==> config.mk <==
export PLATFORM = sky130hd
export DESIGN_NAME = mem_arbiter
export DESIGN_NICKNAME = d
export VERILOG_FILES = /design/src/rtl/mem_arbiter.sv
export SDC_FILE = /design/constraint.sdc
export NUM_CORES = 1
export LEC_CHECK = 0
export ABC_AREA = 1
export BUFFER_PORTS_ARGS = -buffer_cell sky130_fd_sc_hd__buf_2
export CAP_MARGIN = 25
export CORE_ASPECT_RATIO = 0.8
export CORE_MARGIN = 2
export CORE_UTILIZATION = 49
export DETAILED_ROUTE_END_ITERATION = 8
export PLACE_DENSITY = 0.8
export SYNTH_ARGS = -nofsm -noshare
export SYNTH_HDL_FRONTEND = slang
export SYNTH_SLANG_ARGS = --single-unit
==> constraint.sdc <==
create_clock -name clk -period 1.83 [get_ports clk]
set_input_delay 0.183 -clock clk [delete_from_list [all_inputs] [get_ports clk]]
set_output_delay 0.183 -clock clk [all_outputs]
set_load 0.02 [all_outputs]
==> src/rtl/mem_arbiter.sv <==
// mem_arbiter: arbitrates a fetch port and a data port onto one single-port memory.
//
// Ports
//   clk, reset          rising-edge clock, asynchronous active-low reset
//   ireq/iaddr          fetch request and address; irdata result, istall not-done
//   dreq/dwe/daddr      data request, write enable and address; dwdata store data
//   drdata/dstall       load result and data not-done
//   mreq/mwe/maddr      memory request, write enable, address; mwdata write data
//   mrdata/mack         memory read data and one-cycle completion pulse
//
// Build option: define MEM_ARB_STARVE_EN to add the fetch starvation override.
// Without it, data always wins a tie and STARVE_LIM has no effect.
module mem_arbiter #(
  parameter int unsigned AW         = 32,
  parameter int unsigned DW         = 32,
  parameter int unsigned STARVE_LIM = 4
) (
  input  logic          clk,
  input  logic          reset,
  input  logic          ireq,
  input  logic [AW-1:0] iaddr,
  output logic [DW-1:0] irdata,
  output logic          istall,
  input  logic          dreq,
  input  logic          dwe,
  input  logic [AW-1:0] daddr,
  input  logic [DW-1:0] dwdata,
  output logic [DW-1:0] drdata,
  output logic          dstall,
  output logic          mreq,
  output logic          mwe,
  output logic [AW-1:0] maddr,
  output logic [DW-1:0] mwdata,
  input  logic [DW-1:0] mrdata,
  input  logic          mack
);

  typedef enum logic [1:0] {StIdle, StIbusy, StDbusy} state_e;

  state_e        state_q, state_d;
  logic [AW-1:0] maddr_q, maddr_d;
  logic          mwe_q, mwe_d;
  logic [DW-1:0] mwdata_q, mwdata_d;
  logic [DW-1:0] irdata_q, irdata_d;
  logic [DW-1:0] drdata_q, drdata_d;

  logic icomp, dcomp;
  logic starve_ovr;
  logic fetch_win;

`ifdef MEM_ARB_STARVE_EN
  localparam int unsigned SW = $clog2(STARVE_LIM + 1);
  logic [SW-1:0] scnt_q, scnt_d;
  assign starve_ovr = (scnt_q == SW'(STARVE_LIM));
`else
  logic unused_starve_lim;
  assign unused_starve_lim = ^STARVE_LIM;
  assign starve_ovr = 1'b0;
`endif

  // A completion only counts if the owner still wants exactly the access in flight;
  // otherwise the returning data belongs to a flushed/redirected request.
  assign icomp = (state_q == StIbusy) && mack && ireq && (iaddr == maddr_q);
  assign dcomp = (state_q == StDbusy) && mack && dreq && (daddr == maddr_q) &&
                 (dwe == mwe_q);

  assign istall = ireq & ~icomp;
  assign dstall = dreq & ~dcomp;

  assign irdata = icomp ? mrdata : irdata_q;
  assign drdata = dcomp ? mrdata : drdata_q;

  assign mreq   = (state_q == StIbusy) || (state_q == StDbusy);
  assign mwe    = mwe_q;
  assign maddr  = maddr_q;
  assign mwdata = mwdata_q;

  assign fetch_win = ireq & (~dreq | starve_ovr);

  always_comb begin
    state_d  = state_q;
    maddr_d  = maddr_q;
    mwe_d    = mwe_q;
    mwdata_d = mwdata_q;
    irdata_d = icomp ? mrdata : irdata_q;
    drdata_d = dcomp ? mrdata : drdata_q;
`ifdef MEM_ARB_STARVE_EN
    scnt_d   = scnt_q;
`endif
    case (state_q)
      StIdle: begin
        if (fetch_win) begin
          state_d  = StIbusy;
          maddr_d  = iaddr;
          mwe_d    = 1'b0;
          mwdata_d = '0;
`ifdef MEM_ARB_STARVE_EN
          scnt_d   = '0;
`endif
        end else if (dreq) begin
          state_d  = StDbusy;
          maddr_d  = daddr;
          mwe_d    = dwe;
          mwdata_d = dwdata;
`ifdef MEM_ARB_STARVE_EN
          // Count data wins only while a fetch is actually waiting.
          if (!ireq) begin
            scnt_d = '0;
          end else if (scnt_q != SW'(STARVE_LIM)) begin
            scnt_d = scnt_q + SW'(1);
          end
`endif
        end
      end
      StIbusy, StDbusy: begin
        if (mack) begin
          state_d = StIdle;
        end
      end
      default: state_d = StIdle;
    endcase
  end

  always_ff @(posedge clk or negedge reset) begin
    if (!reset) begin
      state_q  <= StIdle;
      maddr_q  <= '0;
      mwe_q    <= 1'b0;
      mwdata_q <= '0;
      irdata_q <= '0;
      drdata_q <= '0;
`ifdef MEM_ARB_STARVE_EN
      scnt_q   <= '0;
`endif
    end else begin
      state_q  <= state_d;
      maddr_q  <= maddr_d;
      mwe_q    <= mwe_d;
      mwdata_q <= mwdata_d;
      irdata_q <= irdata_d;
      drdata_q <= drdata_d;
`ifdef MEM_ARB_STARVE_EN
      scnt_q   <= scnt_d;
`endif
    end
  end

endmodule
# [Word level (Yosys, flattened, before mapping)]
# Cells that the tools add are included.
[classes] addsub=0 mul=0 n_div=0 magnitude_cmp=0 n_eq_ne=7 shift=0 mux=12 n_bitwise=6 reduce_logical=13
[op_table] op="32-bit two-way mux" n=6
[op_table] op="32-bit equality test" n=2
[op_table] op="1-bit logical AND" n=7
[op_table] op="2-bit two-way mux" n=3
[op_table] op="2-bit one-hot mux with 2 select lines" n=1
[op_table] op="2-bit AND reduction" n=2
[op_table] op="1-bit bitwise AND" n=3
[op_table] op="3-bit != test (second input constant)" n=1
[op_table] op="1-bit inverter" n=3
[op_table] op="2-bit by 1-bit equality test with 1-bit output (second input constant)" n=1
[op_table] op="2-bit equality test (second input constant)" n=1
[op_table] op="2-bit logical NOT" n=1
[op_table] op="1-bit two-way mux" n=2
[op_table] op="2-bit != test (second input constant)" n=1
[op_table] op="2-bit nonzero test" n=1
[op_table] op="2-bit OR reduction" n=1
[op_table] op="1-bit equality test" n=1
[op_table] op="1-bit logical OR" n=1
[word_totals] register_bits=131 latch_bits=0 ram_bits=0 romBits=0 in_bits=134 out_inout_bits=132 wordCells=44 memories=0

# [Depth between registers and ports, before layout]
# Gate-level depths: netlist of the first run.
[depth] ltp_word=7 depth_mapped=12 depth_no_buf=11

# [Worst setup path after synthesis of the first run]
# No wires, ideal clock.
[synth_path] path_type="register -> output" from="register state_q[0]" to="output drdata[10]" arrival_ns=1.564 required_time_ns=1.647 path_slack_ns=0.083 path_stages_with_launch=12 path_buffers=1 path_cell_list="dfrtp_1 > inv_1 > ha_1 > nand2_2 > nor2_2 > nand3_1 > nor2_2 > nand2_2 > nor2_8 > buf_2 > nand3_1 > nand2_1"
[synth_via] elab_chain_len=6
[synth_rtl] item="from (decl)" line_no="40" source="state_e state_q, state_d;"
[synth_rtl] item="from (signal assigned)" line_no="126" source="state_q <= StIdle;"
[synth_rtl] item="from (signal assigned)" line_no="136" source="state_q <= state_d;"
[synth_rtl] item="2-bit equality test" line_no="64" source="assign dcomp = (state_q == StDbusy) && mack && dreq && (daddr == maddr_q) &&"
[synth_rtl] item="1-bit logical AND (4 in a row)" line_no="64"
[synth_rtl] item="32-bit two-way mux"
[synth_rtl] item="to (decl)" line_no="28" source="output logic [DW-1:0] drdata,"
# Every way passes these cells.

# [Worst setup path after layout of the first run]
[layout_path] from="register state_q[0]" to="output irdata[18]"
[layout_via] elab_chain_len=5
[layout_rtl] item="2-bit by 1-bit equality test with 1-bit output" line_no="63" source="assign icomp = (state_q == StIbusy) && mack && ireq && (iaddr == maddr_q);"
[layout_rtl] item="1-bit logical AND (3 in a row)" line_no="63"
[layout_rtl] item="32-bit two-way mux"
[layout_rtl] item="to (decl)" line_no="22" source="output logic [DW-1:0] irdata,"
# Every way passes these cells.

==> results of run 1 <==
==> sequential cells by signal, summed over array words and instances, names as in the netlist <==
signal	cells
maddr	32
state_q	2
mwe	1
drdata_q	32
mwdata	32
irdata_q	32
==> repair_timing <==
action	4_1_cts	5_1_grt
gates resized for setup	52	49
endpoints found under the hold margin	49	0
pin swaps	4	4
endpoints found under the setup margin	115	131
cloned	4	5
hold buffers	5	0
buffers inserted	2	3
==> Yosys cell counts, drive strengths merged <==
master   number
clkbuf       17
nor2         67
o21ai        57
a32oi         1
dfrtp       131
nand4        34
xor2          8
inv         107
o22ai        24
nand2       282
ha            3
or2           1
a21oi         2
clkinv        1
o21a          1
buf          29
xnor2        23
nand3        70
a31oi        11
and2          1
o2111ai       1
==> layer usage <==
metal,share of wire (%),vias to the layer above
met5,0,-
met4,2.0,0
met3,10,58
met2,47,427
met1,41,3468
li1,-,3424
==> metrics by stage <==
| stage | worst slack [ns] | instances | power, mW | cell area (sq um) |
|---|---|---|---|---|
| after global placement | -0.298 | 1338 | 9.40 | 8720 |
| after global routing | -0.835 | 1389 | 14.4 | 10000 |
| after detailed placement | -0.335 | 1338 | 9.53 | 8720 |
| after floorplan | 0.0830 | 871 | 7.45 | 6790 |
| final | -0.720 | 1391 | 13.6 | 10000 |
| after CTS | -0.715 | 1381 | 13.4 | 9700 |
==> area by class of cell <==
cell class / count / area [sq um]
Fill cell: 1008 / 3540
Inverter: 108 / 405
Sequential cell: 131 / 3280
Clock inverter: 11 / 196
Timing Repair Buffer: 351 / 2400
Clock buffer: 21 / 470
Tap cell: 180 / 225
Antenna cell: 3 / 7.51
Multi-Input combinational cell: 586 / 3030
==> placed cells by master (no fill, tap or decap), drive strengths merged, types with 2 or more instances in the layout <==
cell	instances
buf	342
nand2	282
dfrtp	131
inv	109
nand3	70
nor2	67
o21ai	57
nand4	34
clkbuf	25
o22ai	24
xnor2	23
a31oi	11
xor2	8
bufinv	5
dlygate4sd3	5
diode	3
ha	3
clkinv	3
a21oi	2
clkinvlp	2
==> worst max-delay path: cells and delay by family, from the launching register on <==
| family | cells | cell delay, ns |
|---|---|---|
| buffers and inverters | 4 | 0.58 |
| adder cells (fa/ha/maj) | 1 | 0.13 |
| flip-flops | 1 | 0.37 |
| AND/OR/NAND/NOR | 9 | 0.83 |
==> power by group <==
group | leakage (nW) | internal [mW] | switching, mW
sequential | 1.72 | 3.65 | 0.683
combinational | 3.56 | 2.03 | 3.38
clock | 0.320 | 2.54 | 1.31
==> worst max path at each step <==
stage,from,end,slack [ns],cells after the start
after floorplan,state_q[0],drdata[10],0.08,11
after global placement,state_q[1],irdata[28],-0.30,12
after detailed placement,state_q[1],irdata[8],-0.34,13
after CTS,state_q[0],irdata[23],-0.72,12
after global routing,state_q[0],irdata[18],-0.83,14
final,state_q[0],irdata[18],-0.72,14
==> cells by family (layout without fill, tap and decap cells) <==
logic type      Yosys count  in the layout
compound gates           97             97
flops                   131            131
simple gates            455            455
fa+ha+maj                 3              3
buf+inv                 154            491
other cells               0              3
xor+xnor                 31             31
==> impl_metrics.yaml, run 1 <==
sta:
  hold_viol: 0
  tightest_slew_ns: 0.521
  rsz0062_at_grt: "true"
  slew_violations: 0
  setup_slack_ns: -0.720
  maxSlewHeadroom_pct: 65.3
  min_period_ns: 2.55
  tns_ns: -48.20
  timing.fmax_mhz: 392
  finalCritPeriodShare_pct: 139
  setup_viol: 120
  hold_slack_ns: 0.0115
  fin_skew_ns: 0.0111
global_routing:
  grt_overflow: 0
  grt_use_met2_pct: 49.1
  grt_pass1_wl_um: 34500
  grt_max_degree: 74
  use_met1_pct: 39.1
  met3_usage_pct: 9.81
  grt_pass1_vias: 6909
  grt-busiest-layer: "met2"
  antenna_found_initial: 3
  grt_util_all_layers_pct: 30.6
setup_path:
  r2r-start: "state_q[0]"
  cp-start-kind: "flip-flop"
  max_stage_delay_ns: 0.37
  worstRegToRegCells: 14
  worstPathMaxFanout: 17
  end_kind: "primary output"
  path_cells: "buf_6 > ha_4 > nand2_4 > nor2_4 > nand3_2 > nor2_2 > nand2_2 > nor2_4 > buf_12 > nand3_4 > buf_12 > nand2_1 > nand2_2 > buf_4"
  worstPathRequired_ns: 1.65
  path_class: "reg2out"
  r2r_slack_ns: -0.22
  worst_path_max_delay_cell: "dfrtp_1"
  crit_arrival_ns: 2.37
  r2r_end: "drdata_q[17]"
clock_network:
  clock_latency_ns: 0.42
  clkSlewWorstSetupHoldPaths_ns: 0.06
  cts_made_buffers: 17
  h-tree-depth: 4
  cts_max_path_buffers: 2
  cts_tree: "yes"
  clkSinkCount: 131
  cts-root-buf: "clkbuf_16"
detailed_routing:
  drc: 0
  num_vias: 7377
  wire_per_inst_um: 17.4
  routed_via_density: 5.30
  drt_iter0_drc: 701
  postRouteAntennaNets: 0
  firstDrtPassIters: 6
  wl_um: 24200
hold_path:
  hold_depth: 3
  min_to: "mwdata[8]"
  worstHoldPathType: "in2reg"
  hp-start: "dwdata[8]"
logic_synthesis:
  synth_area_sq_um: 6790
  synth-compound-area-share_pct: 7.95
  ys_ff_latch: 131
  synth_top_area_cell: "dfrtp_1"
  syn_nets: 1008
  synth_top_area_share_pct: 48.3
  seq_area_frac_synth_pct: 48.3
  syn_avg_cell_area_sq_um: 7.79
  synthTopCellsByArea: "dfrtp_1, nand2_1, inv_1, nand3_1, o21ai_0"
  synth_mux_area_share_pct: 0
  synth_xor_area_share_pct: 4.00
  synthAdderAreaFrac_pct: 0.553
  synthSimpleGateAreaFrac_pct: 29.2
  ys_warn_count: 0
  synth_top_family_by_area: "simple AND/OR/NAND/NOR gates"
  ys_types: 30
  netlist_instances: 871
place:
  dp_hpwl_um: 15500
  gp_congestion: 0.878
  portBuffers: 265
floorplan:
  ioPinCount: 266
  initial_utilization_pct: 50.1
  dieArea_sq_um: 14800
  rows: 38
  core_sq_um: 13600
  fp.dieH_um: 109
  die_w_um: 136
power_and_ir_drop:
  power_leakage_nw: 5.59
  max-vdd-ir-drop_uv: 1030
  powerDensity_nw_per_um2: 1360
finish:
  utilization_pct: 73.9
  fin_nets: 1332
  drive_gt1_share_pct: 38.0
  area_delta_synth_final_pct: 47.5
status:
  violations: "negative setup slack"
  run_status: "complete, but fails checks"
run:
  maxCapViolations: 0
(Power assumes the default switching activity.)
==> run 2: changes to the inputs <==
--- a/config.mk
+++ b/config.mk
@@ -8,11 +8,11 @@
 export ABC_AREA = 1
 export BUFFER_PORTS_ARGS = -buffer_cell sky130_fd_sc_hd__buf_2
 export CAP_MARGIN = 25
-export CORE_ASPECT_RATIO = 0.8
 export CORE_MARGIN = 2
 export CORE_UTILIZATION = 49
 export DETAILED_ROUTE_END_ITERATION = 8
 export PLACE_DENSITY = 0.8
+export SLEW_MARGIN = 5
 export SYNTH_ARGS = -nofsm -noshare
 export SYNTH_HDL_FRONTEND = slang
 export SYNTH_SLANG_ARGS = --single-unit
==> impl_metrics.yaml, run 2 (synthesis gave the netlist of run 1 again) <==
global_routing:
  grt_util_all_layers_pct: 29.8
  grt_overflow: 0
  grt_pass1_vias: 6776
  grt_max_degree: 49
  grt_pass1_wl_um: 33900
  antenna_found_initial: 0
power_and_ir_drop:
  seqPwrFrac_pct: 33.7
  switching_power_mw: 5.24
  max-vdd-ir-drop_uv: 915
  clkPwrFrac_pct: 24.9
  swShare_pct: 41.0
  pwr-share-comb_pct: 41.4
  powerDensity_nw_per_um2: 1230
  p_int_mw: 7.56
  power_leakage_nw: 5.68
detailed_routing:
  wire_per_inst_um: 17.7
  routed_via_density: 5.31
  drc: 0
  firstDrtPassIters: 6
  drt_iter0_drc: 728
  wl_um: 24900
  postRouteAntennaNets: 0
  num_vias: 7462
hold_path:
  hp-start: "dwdata[28]"
  hold_depth: 3
  worstHoldPathType: "in2reg"
  min_to: "mwdata[28]"
floorplan:
  ioPinCount: 266
  dieArea_sq_um: 14800
  die_w_um: 122
  initial_utilization_pct: 50.6
  rows: 42
  core_sq_um: 13400
  fp.dieH_um: 122
setup_path:
  r2r_slack_ns: -0.33
  worstRegToRegCells: 15
  worstPathRequired_ns: 1.65
  crit_arrival_ns: 2.47
  end_kind: "primary output"
  path_class: "reg2out"
  r2r_end: "irdata_q[30]"
  cp-start-kind: "flip-flop"
  worstPathMaxFanout: 7
  r2r-start: "state_q[1]"
run:
  maxCapViolations: 0
status:
  run_status: "complete, but fails checks"
  violations: "negative hold slack, negative setup slack"
finish:
  fin_nets: 1353
  final_common_cell: "nand2_1"
  area_delta_synth_final_pct: 53.0
  utilization_pct: 77.5
  fin_cells: 1406
  fillCellCount: 911
  drive_gt1_share_pct: 38.4
  final_cell_mix: "nand2_1, buf_2, dfrtp_1, inv_1, buf_4"
  final_cell_area_sq_um: 10400
sta:
  hold_viol: 1
  hold_slack_ns: -0.000473
  maxSlewHeadroom_pct: 55.7
  slew_violations: 0
  fin_skew_ns: 0.00745
  timing.fmax_mhz: 377
  tightest_slew_ns: 0.663
  tns_ns: -52.03
  finalCritPeriodShare_pct: 145
  min_period_ns: 2.66
  rsz0062_at_grt: "true"
  setup_slack_ns: -0.826
  setup_viol: 122
clock_network:
  cts-root-buf: "clkbuf_16"
  cts_made_buffers: 17
  cts_max_path_buffers: 2
  clock_latency_ns: 0.43
  clkSinkCount: 131
  h-tree-depth: 4
  cts_tree: "yes"
  clkSlewWorstSetupHoldPaths_ns: 0.06
place:
  place_area_sq_um: 8690
  dp_hpwl_um: 15000
  dp.cells: 1332
  place_ws_ns: -0.229
  portBuffers: 265
  gp_congestion: 0.879
run 2: area by class of cell:
| type | instances | area, sq um | share of cell area, % |
|---|---|---|---|
| diodes | 1 | 2.50 | 0.0241 |
| clock buffers | 22 | 464 | 4.47 |
| clock inverters | 10 | 83.8 | 0.808 |
| inverters | 108 | 405 | 3.91 |
| multi-input cells | 586 | 3190 | 30.8 |
| flip-flops and latches | 131 | 3280 | 31.6 |
| well taps | 176 | 220 | 2.12 |
| repair buffers | 372 | 2730 | 26.3 |
run 2: power by group through the flow:
| stage | clock (mW) | combinational (mW) | sequential (mW) |
|---|---|---|---|
| finish | 3.19 | 5.30 | 4.31 |
| CTS | 3.20 | 5.25 | 4.28 |
| floorplan | 0 | 2.26 | 5.19 |
| global route | 3.36 | 5.79 | 4.42 |
| global placement | 0 | 5.07 | 4.29 |
| detailed placement | 0 | 5.17 | 4.32 |
run 2: how the worst max path moves through the flow:
| stage | endpoint | slack, ns | cells after the start | start |
|---|---|---|---|---|
| floorplan | drdata[10] | 0.08 | 11 | state_q[0] |
| global placement | irdata[15] | -0.23 | 12 | state_q[1] |
| detailed placement | irdata[12] | -0.23 | 12 | state_q[1] |
| CTS | irdata[13] | -0.69 | 14 | state_q[1] |
| global route | irdata[21] | -0.90 | 14 | state_q[1] |
| finish | irdata[21] | -0.83 | 14 | state_q[1] |
run 2: timing repair:
action	in CTS	in global routing
pin swaps	1	14
gates resized for setup	24	160
gates cloned	3	6
hold buffers	20	0
setup buffers	3	13
setup endpoints to repair	97	130
hold endpoints to repair	122	0
run 2: routing by layer:
layer	wire length, um	global-route usage, %
met3	2060	6.93
met5	0	0
met1	9240	36.0
met4	1090	14.8
met2	12500	49.9
run 2: critical path: stages, from the launching register on:
cell       delay (ns)
dfrtp_1          0.40
inv_2            0.09
ha_4             0.14
nand2_4          0.05
nor2_4           0.13
nand3_2          0.08
nor2_1           0.08
nand2_1          0.08
nor2_4           0.11
buf_12           0.12
buf_12           0.13
clkbuf_16        0.15
nand4_1          0.19
nand2_4          0.15
buf_6            0.12
run 2: per-stage QoR:
step                total power, mW  hold slack, ns
finish                         12.8       -0.000473
global placement               9.36          0.0881
floorplan                      7.45          -0.113
global route                   13.6          0.0192
CTS                            12.7         0.00124
detailed placement             9.49          0.0863
